$ cat src/rtl/regfile_dump_streamer.sv
// regfile_dump_streamer
//   Debug read-out engine on one read port of the 32x32 register file. A start
//   pulse walks registers FIRST_REG..LAST_REG. Each word is read once, in READ,
//   and then sent as four little-endian bytes on a valid/ready byte stream.
//   From start until done the engine owns rd_addr.
// Ports
//   clk        in   1   clock, posedge
//   rst        in   1   synchronous active-high reset (aborts a dump at once)
//   start      in   1   begin a dump; only looked at in IDLE
//   busy       out  1   state != IDLE
//   done       out  1   one-cycle pulse after the last byte is accepted
//   rd_addr    out  5   regfile read address
//   rd_data    in   32  regfile read data, combinational from rd_addr
//   out_data   out  8   current byte
//   out_valid  out  1   out_data valid
//   out_ready  in   1   downstream takes the byte when out_valid && out_ready
module regfile_dump_streamer #(
  parameter int FIRST_REG = 0,
  parameter int LAST_REG  = 31
) (
  input  logic        clk,
  input  logic        rst,
  input  logic        start,
  output logic        busy,
  output logic        done,
  output logic [4:0]  rd_addr,
  input  logic [31:0] rd_data,
  output logic [7:0]  out_data,
  output logic        out_valid,
  input  logic        out_ready
);

  if (!(FIRST_REG >= 0 && FIRST_REG <= LAST_REG && LAST_REG <= 31)) begin : g_bad_range
    $error("regfile_dump_streamer: need 0 <= FIRST_REG <= LAST_REG <= 31");
  end

  localparam logic [4:0] FIRST_A = 5'(FIRST_REG);
  localparam logic [4:0] LAST_A  = 5'(LAST_REG);

  typedef enum logic [1:0] {S_IDLE, S_READ, S_SEND, S_DONE} state_t;

  state_t      r_state, w_state_nxt;
  logic [4:0]  r_idx, w_idx_nxt;
  logic [4:0]  r_rd_addr, w_rd_addr_nxt;
  logic [31:0] r_shift, w_shift_nxt;
  logic [1:0]  r_byte_cnt, w_byte_cnt_nxt;
  logic [7:0]  r_out_data, w_out_data_nxt;
  logic        r_out_valid, w_out_valid_nxt;
  logic        r_done, w_done_nxt;
  logic        w_accept;

  assign w_accept = r_out_valid && out_ready;

  always_ff @(posedge clk) begin
    if (rst) begin
      r_state     <= S_IDLE;
      r_idx       <= '0;
      r_rd_addr   <= '0;
      r_shift     <= '0;
      r_byte_cnt  <= '0;
      r_out_data  <= '0;
      r_out_valid <= 1'b0;
      r_done      <= 1'b0;
    end else begin
      r_state     <= w_state_nxt;
      r_idx       <= w_idx_nxt;
      r_rd_addr   <= w_rd_addr_nxt;
      r_shift     <= w_shift_nxt;
      r_byte_cnt  <= w_byte_cnt_nxt;
      r_out_data  <= w_out_data_nxt;
      r_out_valid <= w_out_valid_nxt;
      r_done      <= w_done_nxt;
    end
  end

  always_comb begin
    w_state_nxt     = r_state;
    w_idx_nxt       = r_idx;
    w_rd_addr_nxt   = r_rd_addr;
    w_shift_nxt     = r_shift;
    w_byte_cnt_nxt  = r_byte_cnt;
    w_out_data_nxt  = r_out_data;
    w_out_valid_nxt = r_out_valid;
    w_done_nxt      = 1'b0;
    case (r_state)
      S_IDLE: begin
        w_out_valid_nxt = 1'b0;
        if (start) begin
          w_idx_nxt     = FIRST_A;
          w_rd_addr_nxt = FIRST_A;
          w_state_nxt   = S_READ;
        end
      end
      S_READ: begin
        // Word is captured here only; later regfile writes to it are not seen.
        w_shift_nxt     = rd_data;
        w_out_data_nxt  = rd_data[7:0];
        w_byte_cnt_nxt  = 2'd0;
        w_out_valid_nxt = 1'b1;
        w_state_nxt     = S_SEND;
      end
      S_SEND: begin
        // Without a handshake nothing moves, so the byte is held stable.
        if (w_accept) begin
          w_shift_nxt    = {8'h00, r_shift[31:8]};
          w_out_data_nxt = r_shift[15:8];
          w_byte_cnt_nxt = r_byte_cnt + 2'd1;
          if (r_byte_cnt == 2'd3) begin
            w_out_valid_nxt = 1'b0;
            if (r_idx == LAST_A) begin
              w_state_nxt = S_DONE;
              w_done_nxt  = 1'b1;
            end else begin
              // idx stops at LAST_REG, so the +1 never wraps past 31.
              w_idx_nxt     = r_idx + 5'd1;
              w_rd_addr_nxt = r_idx + 5'd1;
              w_state_nxt   = S_READ;
            end
          end
        end
      end
      S_DONE: begin
        w_state_nxt = S_IDLE;
      end
      default: begin
        w_state_nxt     = S_IDLE;
        w_out_valid_nxt = 1'b0;
      end
    endcase
  end

  assign busy      = (r_state != S_IDLE);
  assign done      = r_done;
  assign rd_addr   = r_rd_addr;
  assign out_data  = r_out_data;
  assign out_valid = r_out_valid;

endmodule

$ cat config.mk
export PLATFORM = sky130hd
export DESIGN_NAME = regfile_dump_streamer
export DESIGN_NICKNAME = d
export VERILOG_FILES = /design/src/rtl/regfile_dump_streamer.sv
export SDC_FILE = /design/constraint.sdc
export NUM_CORES = 1
export LEC_CHECK = 0
export ABC_AREA = 1
export CAP_MARGIN = 20
export CORE_MARGIN = 8
export CORE_UTILIZATION = 49
export CTS_CLUSTER_DIAMETER = 40
export DETAILED_ROUTE_END_ITERATION = 8
export PLACE_DENSITY_LB_ADDON = 0.15
export SLEW_MARGIN = 20
export SYNTH_ARGS = -nofsm -noshare
export SYNTH_HDL_FRONTEND = slang
export SYNTH_SLANG_ARGS = --single-unit
$ cat constraint.sdc
create_clock -name clk -period 2 [get_ports clk]
set_clock_uncertainty 0.2 [all_clocks]
set_input_delay 0.4 -clock clk [delete_from_list [all_inputs] [get_ports clk]]
set_output_delay 0.4 -clock clk [all_outputs]
set_load 0.02 [all_outputs]
==> insert_results.sql, run 1 <==
INSERT INTO impl_metrics (metric_group, metric, value, unit) VALUES
('cts', 'max-clock-path-buffers', '2', ''),
('worst_setup_path', 'crit_path_cell_trace', 'clkdlybuf4s50_1', ''),
('sta', 'slew-limit-headroom', '47.62', '%'),
('sta', 'rsz_0062_raised_after_global_routing', 'no', ''),
('worst_setup_path', 'worst_setup_path_start_kind', 'flip-flop', ''),
('run', 'max_cap_violations', '0', ''),
('cts', 'cts-buffers-inserted', '5', ''),
('outcome', 'status', 'completed', ''),
('sta', 'final_cycle_share', '94.09', '%'),
('hold_path', 'whs_endpoint', 'r_shift[24]', ''),
('routing', 'postRouteWirelength', '4486', 'um'),
('power', 'comb_power_share', '25.5', '%'),
('routing', 'antenna_violating_nets_post_route', '0', ''),
('worst_setup_path', 'critPathTopFamily', 'buffers and inverters', ''),
('die', 'core_area', '4029', 'sq um'),
('global_routing', 'grt_pass1_vias', '1757', ''),
('cts', 'cts_tree', 'done', ''),
('sta', 'final-hold-violation-count', '0', ''),
('power', 'power.static_leakage', '1.186', 'nW'),
('worst_setup_path', 'critical_path.max_stage_delay', '620', 'ps'),
('sta', 'slew_viol_final', '0', ''),
('finish', 'drive_gt1_share', '6.122', '%'),
('worst_setup_path', 'critPathCaptureType', 'output pin', ''),
('routing', 'routed_wire_length_per_instance', '11.41', 'um'),
('worst_setup_path', 'crit-reg2reg-capture', 'rd_addr[3]', ''),
('synthesis', 'yosysWarnings', '0', ''),
('die', 'effective_utilization_at_floorplan', '51.46', '%'),
('cts', 'cts_hold_repair.buffers', '0', ''),
('power', 'pwr-share-seq', '42.0', '%'),
('hold_path', 'number_of_cells_traversed_by_the_worst_hold_path', '2', ''),
('power', 'power_switching_share', '28.95', '%'),
('placement', 'gp_congestion', '0.7738', ''),
('cts', 'clkSlewWorstSetupHoldPaths', '70', 'ps'),
('global_routing', 'grt_first_pass_wirelength', '7603', 'um'),
('worst_setup_path', 'worst_path_arrival', '1280', 'ps'),
('worst_setup_path', 'timing.reg2reg.worst_path_depth', '9', ''),
('sta', 'worst-slew-pin-transition', '784.8', 'ps'),
('synthesis', 'synth_area_per_cell', '6.865', 'sq um'),
('cts', 'cts_post_setup_buffers_inserted', '0', ''),
('worst_setup_path', 'library_cell_contributing_the_largest_single_delay_on_the_critical_path', 'sky130_fd_sc_hd__clkdlybuf4s50_1', ''),
('routing', 'drc_violation_total_after_the_first_tritonroute_iteration', '120', ''),
('synthesis', 'synthCells', '302', ''),
('power', 'power_per_cell_area', '912.1', 'nW/um^2'),
('finish', 'finish.net_count', '381', ''),
('cts', 'htree_num_levels', '2', ''),
('routing', 'via_count', '1910', ''),
('routing', 'residual_drc', '0', ''),
('finish', 'antenna_fix_cells', '0', ''),
('die', 'rows', '23', ''),
('power', 'p_sw', '0.7023', 'mW'),
('worst_setup_path', 'r2r_start', 'rd_addr[0]', ''),
('power', 'power.clock.fraction', '32.6', '%'),
('cts', 'cts_repair_resize_count', '2', ''),
('sta', 'fmax', '0.5314', 'GHz'),
('sta', 'setup_viol', '0', ''),
('synthesis', 'seq_area_frac_synth', '41.52', '%'),
('worst_setup_path', 'path_buf_inv', '1', ''),
('finish', 'final_design_area_excluding_fillers', '2660', 'sq um'),
('die', 'dieWidth', '81.05', 'um'),
('synthesis', 'post_synth_cell_types', '22', ''),
('routing', 'firstDrtPassIters', '4', ''),
('placement', 'dp_hpwl', '3068', 'um'),
('power', 'vdd_drop_max', '614.1', 'uV'),
('hold_path', 'worst_hold_path_type', 'flip-flop to flip-flop', ''),
('sta', 'min_period', '1882', 'ps'),
('finish', 'layout.core_utilization', '66.02', '%'),
('routing', 'via_per_inst', '4.860', ''),
('global_routing', 'pin_count_of_the_biggest_net_entering_global_routing', '35', ''),
('cts', 'clkSinkCount', '43', ''),
('worst_setup_path', 'worst-endpoint-required', '1400', 'ps'),
('worst_setup_path', 'critical_path_peak_fanout', '3', '');
## cell usage after synthesis
cell type / n / area (sq um)
sky130_fd_sc_hd__nand2_1: 103 / 386.6
sky130_fd_sc_hd__nor2_1: 56 / 210.2
sky130_fd_sc_hd__dfxtp_1: 43 / 860.8
sky130_fd_sc_hd__a21oi_1: 18 / 90.09
sky130_fd_sc_hd__o21ai_0: 13 / 65.06
sky130_fd_sc_hd__o21ai_1: 13 / 65.06
sky130_fd_sc_hd__buf_4: 11 / 82.58
sky130_fd_sc_hd__inv_1: 11 / 41.29
sky130_fd_sc_hd__nand3_1: 8 / 40.04
sky130_fd_sc_hd__buf_6: 5 / 56.30
sky130_fd_sc_hd__clkbuf_1: 4 / 15.01
sky130_fd_sc_hd__buf_2: 3 / 15.01
sky130_fd_sc_hd__ha_1: 3 / 37.54
sky130_fd_sc_hd__nor2_4: 2 / 22.52
sky130_fd_sc_hd__nor2_8: 2 / 40.04
sky130_fd_sc_hd__a31oi_1: 1 / 6.260
sky130_fd_sc_hd__and3_1: 1 / 6.260
sky130_fd_sc_hd__inv_2: 1 / 3.750
sky130_fd_sc_hd__inv_4: 1 / 6.260
sky130_fd_sc_hd__nand2_4: 1 / 11.26
sky130_fd_sc_hd__nand4_1: 1 / 6.260
sky130_fd_sc_hd__nor3_1: 1 / 5.000
## kinds of logic after synthesis
group | share of synthesized area, %
simple gates | 35.12
fa+ha+maj | 1.811
buf+inv | 10.62
flops | 41.52
compound gates | 10.92
## worst max-delay path by stage
stage               start            end  slack, ps  depth (start not counted)
2_1_floorplan  rd_addr[0]     rd_addr[3]        280                          8
3_3_place_gp          rst  r_byte_cnt[0]        -70                          4
3_5_place_dp    out_ready    r_shift[15]        -80                          7
4_1_cts        rd_addr[0]     rd_addr[0]          3                          1
5_1_grt        rd_addr[0]     rd_addr[3]        0.3                          9
6_report       rd_addr[4]     rd_addr[4]        120                          1
## metal layers
metal	up-vias	track usage [%]	routed length [um]
li1	1017	-	-
met1	838	16.82	2066
met2	48	23.90	2057
met3	7	4.194	303
met4	0	5.893	59
met5	-	0	0
## placed cells by master, fill, tap and decap left out
master and n:
sky130_fd_sc_hd__dlymetal6s2s_1 3, sky130_fd_sc_hd__a31oi_1 1, sky130_fd_sc_hd__dfxtp_1 42, sky130_fd_sc_hd__nand2_4 1, sky130_fd_sc_hd__inv_4 1, sky130_fd_sc_hd__dfxtp_2 1, sky130_fd_sc_hd__dlygate4sd2_1 1, sky130_fd_sc_hd__clkbuf_1 1
sky130_fd_sc_hd__clkbuf_8 5, sky130_fd_sc_hd__nor3_1 1, sky130_fd_sc_hd__inv_1 11, sky130_fd_sc_hd__a21oi_1 18, sky130_fd_sc_hd__nand3_1 7, sky130_fd_sc_hd__o21ai_1 13, sky130_fd_sc_hd__nand2_1 103, sky130_fd_sc_hd__buf_4 5
sky130_fd_sc_hd__inv_2 1, sky130_fd_sc_hd__o21ai_0 13, sky130_fd_sc_hd__and3_1 1, sky130_fd_sc_hd__nor2_8 2, sky130_fd_sc_hd__nand3_2 1, sky130_fd_sc_hd__ha_1 3, sky130_fd_sc_hd__nand4_1 1, sky130_fd_sc_hd__clkdlybuf4s50_1 47
sky130_fd_sc_hd__nor2_1 56, sky130_fd_sc_hd__bufinv_16 2, sky130_fd_sc_hd__nor2_4 2
## per-stage QoR
step	instances	TNS (ps)
global route	393	0
finish	393	0
floorplan	302	0
global placement	385	-1613
detailed placement	385	-1492
CTS	393	0
## registers in the layout, indices dropped and copies added (netlist names)
| register | cells |
|---|---|
| r_byte_cnt | 2 |
| out_valid | 1 |
| rd_addr | 5 |
| r_state | 2 |
| done | 1 |
| r_shift | 32 |
## area by class of cell
cell class	count	area [sq um]
inverters	13	51.30
clock inverters	2	60.06
fillers	368	1369
repair buffers	56	554.3
multi-input cells	223	997.2
flip-flops and latches	43	862.1
clock buffers	6	72.57
well taps	50	62.56
## power groups by stage
| stage | registers [mW] | clock network, mW | logic [mW] |
|---|---|---|---|
| 6_report | 1.02 | 0.790 | 0.618 |
| 5_1_grt | 1.03 | 0.842 | 0.695 |
| 4_1_cts | 1.02 | 0.801 | 0.621 |
| 3_5_place_dp | 1.04 | 0 | 0.622 |
| 3_3_place_gp | 1.04 | 0 | 0.616 |
| 2_1_floorplan | 1.04 | 0 | 0.467 |
Power figures use the tool's default switching activity.
==> inputs of run 2 (changes only) <==
- clock period: 2 -> 1.8 ns (I/O delays scaled with it)
==> run 2 against run 1 <==
Register-to-register slack worse by 30 ps. Sequential cell count unchanged. Setup slack worse by 28 ps. Critical endpoint is now busy. Utilization up 1.4 points. Largest power group unchanged. Highest routed layer unchanged. Critical path type unchanged. Wire length up 4.2%. Combinational power up 21%. Via count up 0.89%. Die area unchanged. Worst hold slack about the same. First-iteration DRC count down 26%. Power up 1.5%. Critical path depth up 2.
==> insert_results.sql, run 2 (synthesis results as in run 1) <==
INSERT INTO impl_metrics (metric_group, metric, value, unit) VALUES
('sta', 'slew-limit-headroom', '83.46', '%'),
('die', 'die_y_extent', '81.05', 'um'),
('global_routing', 'globalRoute.totalOverflow', '0', ''),
('finish', 'antenna_fix_cells', '0', ''),
('outcome', 'status', 'completed', ''),
('worst_setup_path', 'library_cell_contributing_the_largest_single_delay_on_the_critical_path', 'sky130_fd_sc_hd__dlygate4sd2_1', ''),
('global_routing', 'pin_count_of_the_biggest_net_entering_global_routing', '30', ''),
('worst_setup_path', 'worst-endpoint-required', '1240', 'ps'),
('finish', 'largest_register', 'r_shift', ''),
('worst_setup_path', 'timing_worst_setup_path_type', 'flip-flop to output pin', ''),
('power', 'power_per_cell_area', '906.7', 'nW/um^2'),
('power', 'power_switching_share', '32.57', '%'),
('cts', 'cts_tree', 'done', ''),
('finish', 'seqCellArea', '860.8', 'sq um'),
('sta', 'worst-slew-pin-transition', '248.1', 'ps'),
('sta', 'finalWorstSetupSlack', '90.14', 'ps'),
('placement', 'placement.io_buffers', '51', ''),
('cts', 'clkSinkCount', '43', ''),
('sta', 'min_period', '1710', 'ps'),
('die', 'design.portCount', '52', ''),
('cts', 'clkSlewWorstSetupHoldPaths', '80', 'ps'),
('worst_setup_path', 'path_buf_inv', '2', ''),
('hold_path', 'worst_hold_path_type', 'flip-flop to flip-flop', ''),
('finish', 'final_common_cell', 'sky130_fd_sc_hd__nand2_1', ''),
('die', 'effective_utilization_at_floorplan', '51.46', '%'),
('worst_setup_path', 'worst_path_arrival', '1150', 'ps'),
('worst_setup_path', 'crit_path_cell_trace', 'nor2_1 -> inv_1 -> dlygate4sd2_1', ''),
('power', 'comb_power_share', '30.3', '%'),
('worst_setup_path', 'critical_path_peak_fanout', '2', ''),
('routing', 'antenna_violating_nets_post_route', '0', ''),
('run', 'max_cap_violations', '0', ''),
('worst_setup_path', 'worst_setup_path_start_kind', 'flip-flop', ''),
('finish', 'final_cell_mix', '103 x sky130_fd_sc_hd__nand2_1, 56 x sky130_fd_sc_hd__nor2_1, 43 x sky130_fd_sc_hd__dfxtp_1, 35 x sky130_fd_sc_hd__clkdlybuf4s50_1, 16 x sky130_fd_sc_hd__a21oi_1', ''),
('power', 'vdd_drop_max', '504.5', 'uV'),
('sta', 'final_cycle_share', '94.99', '%'),
('routing', 'postRouteWirelength', '4674', 'um'),
('finish', 'synthToLayoutAreaGrowth', '30.96', '%'),
('finish', 'finish.net_count', '388', ''),
('finish', 'fillers', '364', ''),
('die', 'die_footprint', '6568', 'sq um'),
('finish', 'multi_input_combinational_cell_area', '1015', 'sq um'),
('cts', 'htree_num_levels', '2', ''),
('cts', 'cts.root.buffer_cell', 'sky130_fd_sc_hd__clkbuf_8', ''),
('routing', 'routed_wire_length_per_instance', '11.69', 'um'),
('sta', 'fmax', '0.5848', 'GHz'),
('global_routing', 'grt_first_pass_wirelength', '8121', 'um'),
('die', 'dieWidth', '81.05', 'um'),
('routing', 'firstDrtPassIters', '4', ''),
('sta', 'setup_viol', '0', ''),
('placement', 'dp_worst_setup_slack', '-64.98', 'ps'),
('worst_setup_path', 'critPathCaptureType', 'output pin', ''),
('placement', 'gp_congestion', '0.7601', ''),
('cts', 'worst_skew_pair_later_pin_latency', '290', 'ps'),
('cts', 'max-clock-path-buffers', '2', ''),
('power', 'p_sw', '0.8017', 'mW'),
('routing', 'via_count', '1927', ''),
('finish', 'largest_reg_flops', '32', ''),
('global_routing', 'gr-usage-all-layers', '15.49', '%'),
('sta', 'final-hold-violation-count', '0', ''),
('power', 'power.clock.fraction', '24.0', '%'),
('power', 'power.static_leakage', '1.267', 'nW'),
('global_routing', 'grt_pass1_vias', '1867', ''),
('finish', 'drive_gt1_share', '9.143', '%'),
('routing', 'residual_drc', '0', ''),
('placement', 'dp_hpwl', '3314', 'um'),
('worst_setup_path', 'critical_path.max_stage_delay', '320', 'ps'),
('cts', 'cts-buffers-inserted', '5', ''),
('power', 'total_power', '2.462', 'mW'),
('power', 'p_int', '1.660', 'mW'),
('sta', 'rsz_0062_raised_after_global_routing', 'no', ''),
('sta', 'whs', '263.0', 'ps'),
('routing', 'via_per_inst', '4.818', ''),
('sta', 'slew_viol_final', '0', ''),
('cts', 'cts_hold_repair.buffers', '0', ''),
('power', 'pwr-share-seq', '45.6', '%'),
('global_routing', 'number_of_antenna_violations_at_the_first_check_in_global_routing', '0', ''),
('routing', 'drc_violation_total_after_the_first_tritonroute_iteration', '89', ''),
('die', 'rows', '23', ''),
('sta', 'setup_total_negative_slack', '0', 'ps'),
('die', 'core_area', '4029', 'sq um'),
('worst_setup_path', 'critPathTopFamily', 'buffers and inverters', '');
[run 2: cell count changes in the layout (fill, tap and decap cells not counted), sizes merged]
| cell | previous run | this run |
|---|---|---|
| buf | 5 | 12 |
| bufinv | 2 | 0 |
| clkbuf | 6 | 5 |
| clkdlybuf4s50 | 47 | 35 |
| clkinv | 0 | 3 |
| dlygate4sd2 | 1 | 13 |
[run 2: per-stage QoR]
stage / area, sq um / cells / utilization [%]
5_1_grt: 2715 / 400 / 67.39
3_3_place_gp: 2618 / 392 / 64.97
2_1_floorplan: 2073 / 302 / -
3_5_place_dp: 2618 / 392 / 64.97
6_report: 2715 / 400 / 67.39
4_1_cts: 2685 / 400 / 66.65
[run 2: power by group through the flow]
| stage | registers (mW) | logic, mW | clock network (mW) |
|---|---|---|---|
| 6_report | 1.12 | 0.747 | 0.592 |
| 5_1_grt | 1.14 | 0.841 | 0.640 |
| 4_1_cts | 1.12 | 0.742 | 0.604 |
| 3_5_place_dp | 1.15 | 0.765 | 0 |
| 3_3_place_gp | 1.14 | 0.755 | 0 |
| 2_1_floorplan | 1.15 | 0.519 | 0 |
[run 2: layer usage]
layer	track usage (%)	wire length (um)	up-vias
met5	0	0	-
met4	5.357	59	0
met3	5.408	314	5
met2	26.62	2179	41
met1	17.41	2120	846
li1	-	-	1035
[run 2: area by class of cell]
class	count	area share, %
multi-input combinational	223	37.37
inverter	13	1.889
clock inverter	3	0.5530
tap	50	2.304
sequential	43	31.71
clock buffer	5	2.535
timing repair buffer	63	23.64
[run 2: final timing paths]
| path | from | to | slack (ps) | cells after the start |
|---|---|---|---|---|
| worst max register to register | rd_addr[0] | rd_addr[1] | 160 | 9 |
| worst min register to register | r_shift[24] | r_shift[24] | 260 | 2 |
| worst max-delay path | r_state[1] | busy | 90 | 3 |
| worst min-delay path | r_shift[24] | r_shift[24] | 260 | 2 |
[run 2: worst reg2reg max path: cells and delay by family, from the launching register on]
kind / cells / cell delay [ps]
AND/OR/NAND/NOR: 5 / 480
adder cells (fa/ha/maj): 2 / 380
flip-flops: 1 / 360
AO/OA/AOI/OAI: 1 / 60
buffers and inverters: 1 / 50
[run 2: repair_timing]
action / 4_1_cts / 5_1_grt
setup buffers: 0 / 0
pin swaps: 0 / 2
resized for setup: 13 / 9
endpoints found under the setup margin: 13 / 8
==> inputs of run 3 (changes only) <==
- CORE_UTILIZATION: 49 -> 50
- HOLD_SLACK_MARGIN: not set -> 0.08
- clock period: 1.8 -> 2.1 ns (I/O delays scaled with it)
==> run 3 against run 2 <==
Clock-buffer cell count up 1. Non-clock buffer count shrank 7. Wire length decreased by 3.8%. Critical endpoint is now rd_addr[0].
==> insert_results.sql, run 3 (synthesis results as in run 1) <==
INSERT INTO impl_metrics (metric_group, metric, value, unit) VALUES
('finish', 'multi_input_combinational_cell_area', '992.2', 'sq um'),
('worst_setup_path', 'critPathCaptureType', 'output pin', ''),
('finish', 'antenna_fix_cells', '0', ''),
('routing', 'postRouteWirelength', '4495', 'um'),
('sta', 'min_period', '1965', 'ps'),
('cts', 'cts_tree', 'done', ''),
('cts', 'cts.root.buffer_cell', 'sky130_fd_sc_hd__clkbuf_8', ''),
('die', 'dieWidth', '80.40', 'um'),
('sta', 'rsz_0062_raised_after_global_routing', 'no', ''),
('worst_setup_path', 'worst_path_arrival', '1340', 'ps'),
('die', 'core_area', '4000', 'sq um'),
('worst_setup_path', 'crit_path_cell_trace', 'clkdlybuf4s50_1', ''),
('routing', 'antenna_violating_nets_post_route', '0', ''),
('sta', 'finalWorstSetupSlack', '135.3', 'ps'),
('sta', 'worst-slew-pin-transition', '748.7', 'ps'),
('sta', 'final_cycle_share', '93.55', '%'),
('global_routing', 'grt_pass1_vias', '1745', ''),
('finish', 'final_common_cell', 'sky130_fd_sc_hd__nand2_1', ''),
('finish', 'drive_gt1_share', '6.122', '%'),
('placement', 'placement.io_buffers', '51', ''),
('finish', 'final_cell_mix', '103 x sky130_fd_sc_hd__nand2_1, 56 x sky130_fd_sc_hd__nor2_1, 50 x sky130_fd_sc_hd__clkdlybuf4s50_1, 42 x sky130_fd_sc_hd__dfxtp_1, 18 x sky130_fd_sc_hd__a21oi_1', ''),
('outcome', 'status', 'completed', ''),
('die', 'effective_utilization_at_floorplan', '51.83', '%'),
('cts', 'clkSlewWorstSetupHoldPaths', '80', 'ps'),
('global_routing', 'number_of_antenna_violations_at_the_first_check_in_global_routing', '0', ''),
('routing', 'via_count', '1911', ''),
('sta', 'fmax', '0.5090', 'GHz'),
('hold_path', 'worst_hold_path_type', 'flip-flop to flip-flop', ''),
('worst_setup_path', 'critical_path_peak_fanout', '6', ''),
('worst_setup_path', 'path_buf_inv', '1', ''),
('cts', 'worst_skew_pair_later_pin_latency', '290', 'ps'),
('placement', 'dp_hpwl', '3030', 'um'),
('cts', 'cts_post_setup_buffers_inserted', '0', ''),
('sta', 'whs', '266.2', 'ps'),
('sta', 'setup_viol', '0', ''),
('power', 'power.static_leakage', '1.132', 'nW'),
('global_routing', 'globalRoute.totalOverflow', '0', ''),
('placement', 'placedInstanceArea', '2515', 'sq um'),
('worst_setup_path', 'worst-endpoint-required', '1480', 'ps'),
('routing', 'firstDrtPassIters', '7', ''),
('sta', 'slew_viol_final', '0', ''),
('finish', 'fillers', '372', ''),
('cts', 'cts_hold_repair.buffers', '0', ''),
('worst_setup_path', 'timing_worst_setup_path_type', 'flip-flop to output pin', ''),
('finish', 'final_design_area_excluding_fillers', '2636', 'sq um'),
('global_routing', 'gr-usage-all-layers', '14.14', '%'),
('routing', 'residual_drc', '0', ''),
('power', 'vdd_drop_max', '490.0', 'uV'),
('finish', 'largest_reg_flops', '32', ''),
('worst_setup_path', 'critical_path.max_stage_delay', '640', 'ps'),
('cts', 'clkSinkCount', '43', ''),
('routing', 'via_per_inst', '4.863', ''),
('global_routing', 'grt_first_pass_wirelength', '7521', 'um'),
('finish', 'finish.net_count', '381', ''),
('finish', 'layout.core_utilization', '65.91', '%'),
('sta', 'slew-limit-headroom', '50.03', '%'),
('routing', 'routed_wire_length_per_instance', '11.44', 'um'),
('die', 'die_footprint', '6463', 'sq um'),
('die', 'rows', '23', ''),
('routing', 'drc_violation_total_after_the_first_tritonroute_iteration', '150', ''),
('die', 'die_y_extent', '80.40', 'um'),
('placement', 'dp_worst_setup_slack', '-34.84', 'ps'),
('die', 'design.portCount', '52', ''),
('cts', 'cts-buffers-inserted', '5', ''),
('placement', 'gp_congestion', '0.7802', ''),
('cts', 'htree_num_levels', '2', ''),
('sta', 'final-hold-violation-count', '0', ''),
('sta', 'setup_total_negative_slack', '0', 'ps'),
('run', 'max_cap_violations', '0', ''),
('worst_setup_path', 'library_cell_contributing_the_largest_single_delay_on_the_critical_path', 'sky130_fd_sc_hd__clkdlybuf4s50_1', ''),
('power', 'power_per_cell_area', '843.3', 'nW/um^2'),
('cts', 'max-clock-path-buffers', '2', ''),
('worst_setup_path', 'worst_setup_path_start_kind', 'flip-flop', ''),
('finish', 'synthToLayoutAreaGrowth', '27.16', '%'),
('finish', 'seqCellArea', '862.1', 'sq um'),
('worst_setup_path', 'critPathTopFamily', 'buffers and inverters', ''),
('finish', 'largest_register', 'r_shift', ''),
('global_routing', 'pin_count_of_the_biggest_net_entering_global_routing', '35', '');
run 3: changes by cell type in the layout (fill, tap and decap cells not counted), moves of 2 or more:
cell                              before  now
sky130_fd_sc_hd__clkdlybuf4s50_1      35   50
sky130_fd_sc_hd__dlygate4sd2_1        13    0
sky130_fd_sc_hd__buf_12                4    0
sky130_fd_sc_hd__buf_4                 8    5
sky130_fd_sc_hd__a21oi_1              16   18
sky130_fd_sc_hd__a21oi_2               2    0
sky130_fd_sc_hd__clkinv_2              3    1
sky130_fd_sc_hd__dlymetal6s2s_1        3    1
run 3: path summary, 6_finish.rpt:
check	slack (ps)	from	endpoint	depth (start not counted)
worst max register to register	290	rd_addr[0]	rd_addr[3]	8
worst min register to register	270	r_shift[31]	r_shift[31]	2
worst min-delay path	270	r_shift[31]	r_shift[31]	2
worst max-delay path	140	rd_addr[0]	rd_addr[0]	1
run 3: where the power goes:
| group | total [mW] | switching [mW] | leakage [nW] | internal (mW) |
|---|---|---|---|---|
| logic | 0.591 | 0.339 | 0.718 | 0.252 |
| clock network | 0.663 | 0.278 | 0.0612 | 0.385 |
| registers | 0.969 | 0.0528 | 0.352 | 0.916 |
| total | 2.22 | 0.671 | 1.13 | 1.55 |
run 3: final cells by class:
cell class	count	share of cell area [%]
Sequential cell	43	32.70
Clock inverter	2	1.329
Inverter	13	1.946
Multi-Input combinational cell	223	37.64
Timing Repair Buffer	56	20.88
Tap cell	50	2.373
Clock buffer	6	3.132
run 3: through the flow:
step	cells	power, mW
floorplan	302	1.431
global placement	385	1.574
detailed placement	385	1.583
CTS	393	2.244
global route	393	2.362
finish	393	2.223
run 3: repair_timing:
item | CTS | global route
endpoints found under the setup margin | 1 | 1
pin swaps | 0 | 0
gates cloned | 0 | 0
endpoints found under the hold margin | 0 | 0
resized for setup | 1 | 1
run 3: per-layer routing:
layer / vias to the layer above / track usage, % / wire (um) / share of wire, %
li1: 1019 / - / - / -
met2: 49 / 22.13 / 2033 / 45
met3: 2 / 5.246 / 316 / 7.0
met1: 841 / 17.70 / 2120 / 47
met5: - / 0 / 0 / 0
met4: 0 / 3.818 / 25 / 0.56
